### src/rtl/day07_result_printer_if.sv
// rtl/day07_result_printer_if.sv - byte stream from the result printer to the UART TX FIFO
//
// tx_data   8-bit ASCII byte offered downstream
// tx_valid  tx_data is valid
// tx_ready  downstream accepts; transfer when tx_valid and tx_ready are both high
interface day07_result_printer_if;
  logic [7:0] tx_data;
  logic       tx_valid;
  logic       tx_ready;

  modport master (output tx_data, output tx_valid, input tx_ready);
  modport slave  (input tx_data, input tx_valid, output tx_ready);
endinterface

### src/rtl/day07_result_printer.sv
// rtl/day07_result_printer.sv - prints two unsigned results as decimal ASCII lines
//
// Ports:
//   clk           sole clock, rising edge
//   rst           asynchronous active-high reset
//   part1_result  part-1 answer (DATA_W bits)
//   part2_result  part-2 answer (DATA_W bits)
//   done          results valid while high; sampled once in IDLE
//   tx            byte stream master (tx_data/tx_valid/tx_ready)
//   finished      all bytes transferred; sticky until reset
//
// Each operand is converted by repeated restoring division by 10 (one
// quotient bit per cycle). Digits come out LSB first, so they are buffered
// and then replayed from the highest index down.
module day07_result_printer #(
  parameter int         DATA_W     = 64,
  parameter int         MAX_DIGITS = 20,
  parameter logic [7:0] TERM_CHAR  = 8'h0A
) (
  input  logic                       clk,
  input  logic                       rst,
  input  logic [DATA_W-1:0]          part1_result,
  input  logic [DATA_W-1:0]          part2_result,
  input  logic                       done,
  output logic                       finished,
  day07_result_printer_if.master     tx
);

  localparam int CW = $clog2(MAX_DIGITS + 1);
  localparam int BW = $clog2(DATA_W + 1);

  typedef enum logic [2:0] {
    S_IDLE, S_DIV, S_STORE, S_EMIT, S_TERM, S_FINISH
  } state_t;

  state_t            state, state_n;
  logic              tx_valid_q, tx_valid_n;
  logic [7:0]        tx_data_q, tx_data_n;

  // part1 is latched straight into the dividend; only part2 needs a holding register
  logic [DATA_W-1:0] op2;
  logic [DATA_W-1:0] dvd;
  logic [3:0]        rem;
  logic [BW-1:0]     bit_cnt;
  logic [CW-1:0]     count;
  logic [CW-1:0]     emit_idx;
  logic              sel;
  logic [7:0]        digit_buf [MAX_DIGITS];

  logic [4:0]        shifted;
  logic              q_bit;
  logic [3:0]        rem_n;
  logic [7:0]        digit_ch;
  logic              xfer;
  logic              div_last;

  assign tx.tx_data  = tx_data_q;
  assign tx.tx_valid = tx_valid_q;

  // Restoring step: bring in the next dividend bit, subtract 10 if it fits.
  // Remainder stays <= 9, so 4 bits always suffice after the subtract.
  always_comb begin
    shifted  = {rem, dvd[DATA_W-1]};
    q_bit    = (shifted >= 5'd10);
    rem_n    = q_bit ? 4'(shifted - 5'd10) : shifted[3:0];
    digit_ch = {4'h0, rem} + 8'h30;
    xfer     = tx_valid_q & tx.tx_ready;
    div_last = (bit_cnt == BW'(DATA_W - 1));
  end

  always_comb begin
    state_n    = state;
    tx_valid_n = tx_valid_q;
    tx_data_n  = tx_data_q;
    case (state)
      S_IDLE: if (done) state_n = S_DIV;
      S_DIV:  if (div_last) state_n = S_STORE;
      S_STORE: begin
        if (dvd != '0) begin
          state_n = S_DIV;
        end else begin
          // The digit being written is the most significant one: offer it directly
          state_n    = S_EMIT;
          tx_valid_n = 1'b1;
          tx_data_n  = digit_ch;
        end
      end
      S_EMIT: begin
        if (xfer) begin
          if (emit_idx == '0) begin
            state_n   = S_TERM;
            tx_data_n = TERM_CHAR;
          end else begin
            tx_data_n = digit_buf[emit_idx - CW'(1)];
          end
        end
      end
      S_TERM: begin
        if (xfer) begin
          tx_valid_n = 1'b0;
          tx_data_n  = 8'h00;
          state_n    = sel ? S_FINISH : S_DIV;
        end
      end
      S_FINISH: state_n = S_FINISH;
      default:  state_n = S_IDLE;
    endcase
  end

  always_ff @(posedge clk or posedge rst) begin
    if (rst) begin
      state      <= S_IDLE;
      tx_valid_q <= 1'b0;
      tx_data_q  <= 8'h00;
    end else begin
      state      <= state_n;
      tx_valid_q <= tx_valid_n;
      tx_data_q  <= tx_data_n;
    end
  end

  always_ff @(posedge clk or posedge rst) begin
    if (rst) begin
      op2      <= '0;
      dvd      <= '0;
      rem      <= '0;
      bit_cnt  <= '0;
      count    <= '0;
      emit_idx <= '0;
      sel      <= 1'b0;
      finished <= 1'b0;
    end else begin
      finished <= (state_n == S_FINISH);
      case (state)
        S_IDLE: begin
          if (done) begin
            op2     <= part2_result;
            dvd     <= part1_result;
            rem     <= '0;
            bit_cnt <= '0;
            count   <= '0;
            sel     <= 1'b0;
          end
        end
        S_DIV: begin
          dvd     <= {dvd[DATA_W-2:0], q_bit};
          rem     <= rem_n;
          bit_cnt <= div_last ? '0 : bit_cnt + BW'(1);
        end
        S_STORE: begin
          count <= count + CW'(1);
          if (dvd != '0) rem <= '0;
          else           emit_idx <= count;
        end
        S_EMIT: begin
          if (xfer && emit_idx != '0) emit_idx <= emit_idx - CW'(1);
        end
        S_TERM: begin
          if (xfer && !sel) begin
            dvd   <= op2;
            rem   <= '0;
            count <= '0;
            sel   <= 1'b1;
          end
        end
        default: ;
      endcase
    end
  end

  // Digit storage needs no reset: every entry is written before it is read
  always_ff @(posedge clk) begin
    if (state == S_STORE) digit_buf[count] <= digit_ch;
  end

endmodule

### src/flat_wrapper.sv
// flat-port wrapper written by rule: the top's interface ports become plain ports
module day07_result_printer_flat 
#(
  parameter int         DATA_W     = 64,
  parameter int         MAX_DIGITS = 20,
  parameter logic [7:0] TERM_CHAR  = 8'h0A
)
  (clk, rst, part1_result, part2_result, done, finished, tx_tx_data, tx_tx_valid, tx_tx_ready);
  day07_result_printer_if tx_i ();
  input  logic clk;
  input  logic rst;
  input  logic [DATA_W-1:0] part1_result;
  input  logic [DATA_W-1:0] part2_result;
  input  logic done;
  output logic finished;
  output wire logic [$bits(tx_i.tx_data)-1:0] tx_tx_data;
  output wire logic [$bits(tx_i.tx_valid)-1:0] tx_tx_valid;
  input wire logic [$bits(tx_i.tx_ready)-1:0] tx_tx_ready;
  assign tx_tx_data = tx_i.tx_data;
  assign tx_tx_valid = tx_i.tx_valid;
  assign tx_i.tx_ready = tx_tx_ready;
  day07_result_printer #(.DATA_W(DATA_W), .MAX_DIGITS(MAX_DIGITS), .TERM_CHAR(TERM_CHAR)) u_core (.clk(clk), .rst(rst), .part1_result(part1_result), .part2_result(part2_result), .done(done), .finished(finished), .tx(tx_i));
endmodule
### config.mk
export PLATFORM = sky130hd
export DESIGN_NAME = day07_result_printer_flat
export DESIGN_NICKNAME = d
export VERILOG_FILES = /design/src/rtl/day07_result_printer_if.sv /design/src/rtl/day07_result_printer.sv /design/src/flat_wrapper.sv
export SDC_FILE = /design/constraint.sdc
export NUM_CORES = 1
export LEC_CHECK = 0
export CAP_MARGIN = 5
export CORE_UTILIZATION = 40
export CTS_CLUSTER_DIAMETER = 200
export CTS_CLUSTER_SIZE = 20
export DETAILED_ROUTE_END_ITERATION = 10
export PLACE_DENSITY = 0.62
export SYNTH_ARGS = -nofsm -noshare
export SYNTH_HDL_FRONTEND = slang
export SYNTH_SLANG_ARGS = --single-unit
### constraint.sdc
create_clock -name clk -period 5.45 [get_ports clk]
set_input_delay 1.09 -clock clk [delete_from_list [all_inputs] [get_ports clk]]
set_output_delay 1.09 -clock clk [all_outputs]
set_load 0.005 [all_outputs]
==> impl_results.md <==
- Status: complete, no violations
- CP max FO: 23
- Post-Synth Adder-Cell Area: 0.009432
- Worst skew pair latency: 0.47 ns
- Core ar.: 26060 um2
- Slew Limit Fails: 0
- Area of the multi-input gates: 3923 um2
- Hold_sp: u_core.tx.tx_data[2]$_DFFE_PP0P_
- Setup Buffers After CTS: 0
- Static Leak: 0.004748 uW
- FILL cells: 2379
- Synth Area in XOR/XNOR: 0.005659
- DP Cell Count: 1303
- WP data required: 5.78 ns
- FF/Latch Area: 6406 um2
- # H-tree levels: 1
- CTS tree: yes
- DIE WIDTH: 164.9 um
- Synth area leader: dfrtp_1
- Post-synth ARST share: 0.6667
- Pwr Density: 493.8 nW/um2
- Buf/Inv on CP: 2
- Nets@finish: 1125
- Initial DRC count: 567
- Slew of the pin with the lowest slew margin: 0.9414 ns
- Setup crit start kind: flop
- CTS resizes: 0
- Synth area leaders: dfrtp_1, edfxtp_1, mux2_2, a22oi_1, mux4_2
- Clock Sinks: 240
- Final ANT Viol Nets: 0
- CP endpoint: u_core.tx.tx_data[1]$_DFFE_PP0P_
- Crit path max-delay family: adder cells
- Flop2flop setup slack: 2.30 ns
- Post-Layout Cell Count: 1325
- Max-cap violations: 0
- CTS clk-pin slew, worst paths: 0.08 ns
- Peak supply drop: 551.5 uV
- FP Rows: 59
- HP Class: reg -> reg
- Mux contribution to synthesized area: 0.1151
- IO Count: 142
- CTS Buf Count: 15
- Layout cells sized above 1: 0.1203
- Critical path class: reg -> reg
- Port Buf Inserts: 139
- DP Wirelength: 16750 um
- Seq/Total Area, Yosys: 0.6036
- Mapped Cells: 878
- Endpoints failing setup: 0
- Number of global-route vias before repair: 7071
- Main combinational cell family by area after synthesis: compound AO/OA/AOI/OAI gates
- Synth top area share: 0.3773
- Synthesized cell area: 10610 um2
- Number of synthesis warnings: 0
- Clock skew: 0.01484 ns
- GPL Wtd Cong: 0.7716
- Worst r2r src: u_core.emit_idx[0]$_DFFE_PP0P_
- Slowest stage cell, crit path: ha_1
- Worst path depth: 8
- Period minus WS final: 3.152 ns
- Area growth syn-to-layout: 19.21%
- CP Cell Sequence: buf_4, inv_1, ha_1, mux4_2, mux2i_1, o22ai_1, o31ai_1, o21ai_0
- Root Driver: clkbuf_16
- Initial antenna violation count: 0
- Clock Path Buffers: 3
- FF-to-FF path depth: 8
- First-pass DRT Iterations: 5
- Die area: 27190 um2
- DR vias: 7375
- GRT Overall Usage: 0.1859
- CP Data Arrival Time: 3.48 ns
- RR Endpoint: u_core.tx.tx_data[1]$_DFFE_PP0P_
- Initial cell density of the core: 0.4073
- First-pass GRT wire length: 39100 um
- Drt drc: 0
- Crit path largest cell delay: 0.92 ns
- Die Y: 164.9 um
- Hold buffer count at cts: 0
- RSZ-0062 raised after global routing: no
- Simple-gate share of the synthesized area: 0.1162
- FMAX: 0.3173 GHz
- Hold Fails Final Rpt: 0
- Number of vias per cell: 5.566
- Grt ovf: 0
- Final Cycle Share: 0.5783
- Avg Inst Size Synth: 12.09 um2
- Setup TNS: 0 ns
- Post-synthesis compound-gate area fraction: 0.1194
- #FFs+latches synth: 240
- CP endpoint kind: flop
- Slew headroom: 0.3724
- Worst Setup SP: u_core.emit_idx[0]$_DFFE_PP0P_
- Final wirelength: 25190 um
- Synth unique cells: 56
- Largest net degree at the start of global routing: 118
- Post-synth EDFFs: 80
- Synth Flop Type: dfrtp_1
- WL per Instance: 19.01 um
==> worst register-to-register path, cell delays in order (launching register included) <==
cell and delay (ns):
dfrtp_1 0.33, buf_4 0.38, inv_1 0.16, ha_1 0.92, mux4_2 0.44, mux2i_1 0.21, o22ai_1 0.14, o31ai_1 0.30
o21ai_0 0.13
==> layer usage <==
layer,vias up,routed length [um],track usage
li1,3455,-,-
met1,3704,12010,0.2815
met2,195,11760,0.2871
met3,21,1149,0.02436
met4,0,274,0.03336
met5,-,0,0
==> report_power, final <==
group	leakage [uW]	total [uW]	internal (uW)	switching [uW]
Clock	0.000192	1090	510	579
Sequential	0.00262	3030	2510	525
Combinational	0.00193	2130	977	1150
Total	0.00475	6250	3990	2260
==> cell usage after synthesis (3+ instances only) <==
cell and number:
dfrtp_1 160, nor2_1 107, nand2_1 106, edfxtp_1 80, a31oi_1 64, mux2_2 64, a22oi_1 63, clkbuf_1 27
mux4_2 20, a21oi_1 18, buf_2 18, o21ai_0 17, nor4_1 16, buf_4 10, ha_1 8, inv_1 8
nor3_1 7, nand4_1 6, o31ai_1 6, mux2i_1 5, nand2b_1 5, nand3_1 5, o21ai_1 4, or3_1 4
a22o_1 3, and2_1 3, nor2b_1 3, nor3b_1 3, o211ai_1 3, o22ai_1 3, xor2_1 3
==> worst min-delay path by stage <==
stage                                       end  slack, ns  cells past startpoint
2_1_floorplan     u_core.bit_cnt[5]$_DFFE_PP0P_       0.45                      1
3_3_place_gp   u_core.tx.tx_data[2]$_DFFE_PP0P_       0.46                      1
3_5_place_dp   u_core.tx.tx_data[2]$_DFFE_PP0P_       0.47                      1
4_1_cts        u_core.tx.tx_data[2]$_DFFE_PP0P_       0.49                      1
5_1_grt        u_core.tx.tx_data[0]$_DFFE_PP0P_       0.51                      1
6_report       u_core.tx.tx_data[2]$_DFFE_PP0P_       0.49                      1
==> cell families after synthesis <==
family,Yosys count
AND/OR/NAND/NOR,276
flip-flops,240
AO/OA/AOI/OAI,191
multiplexers,89
buffers and inverters,67
adder cells (fa/ha/maj),8
XOR/XNOR,6
other,1
==> per-stage QoR <==
stage / utilization / setup slack (ns) / area [um2] / hold WS [ns] / total power (uW)
after global placement: 0.4701 / 2.159 / 12250 / 0.4608 / 5129
after floorplan: - / 0.04008 / 10620 / 0.4509 / 4543
after CTS: 0.4854 / 2.182 / 12650 / 0.4858 / 6285
after detailed placement: 0.4701 / 2.122 / 12250 / 0.4666 / 5201
after global routing: 0.4854 / 2.020 / 12650 / 0.5124 / 6676
final: 0.4855 / 2.298 / 12650 / 0.4865 / 6247
==> layout make-up <==
cell class                      count  area share
Clock buffer                       21     0.03145
Antenna cell                        1   0.0001978
Inverter                            9    0.003066
Tap cell                          335     0.03313
Multi-Input combinational cell    572      0.3101
Sequential cell                   240      0.5064
Timing Repair Buffer              147      0.1157
==> registers in the layout (all words and copies together) (netlist names) <==
name	cells
u_core.op2	64
u_core.bit_cnt	7
u_core.dvd	64
u_core.tx.tx_valid	1
u_core.state	3
u_core.rem	4
u_core.tx.tx_data	5
u_core.digit_buf	80
u_core.finished	1
u_core.count	5
u_core.sel	1
u_core.emit_idx	5
==> cell usage in the layout, fill, tap and decap left out, types with 2 or more instances in the layout <==
cell type	netlist	layout
a31oi_1	64	64
ha_1	8	8
nor2b_1	3	3
nor3_1	7	7
conb_1	1	2
mux4_2	20	20
inv_1	8	7
edfxtp_1	80	80
xnor2_1	2	2
mux2i_1	5	5
nor4_1	16	16
nand3_1	5	5
nand2_1	106	106
clkbuf_1	27	6
dfrtp_1	160	160
o21ai_0	17	17
nor2_1	107	106
o31ai_1	6	6
xor2_1	3	3
clkbuf_16	0	15
a22o_1	3	3
clkdlybuf4s50_1	0	139
or3_1	4	4
o211ai_1	3	3
nor4b_4	1	2
a22oi_1	63	63
nor2_4	0	2
nand4_1	6	6
nor3b_1	3	3
nand2b_1	5	5
and2_1	3	3
o21ai_1	4	4
o22ai_1	3	3
mux2_2	64	64
nor4b_1	2	2
buf_4	10	7
a21o_1	2	2
a21oi_1	18	17
Note: power is estimated with default switching activity, not from simulation.
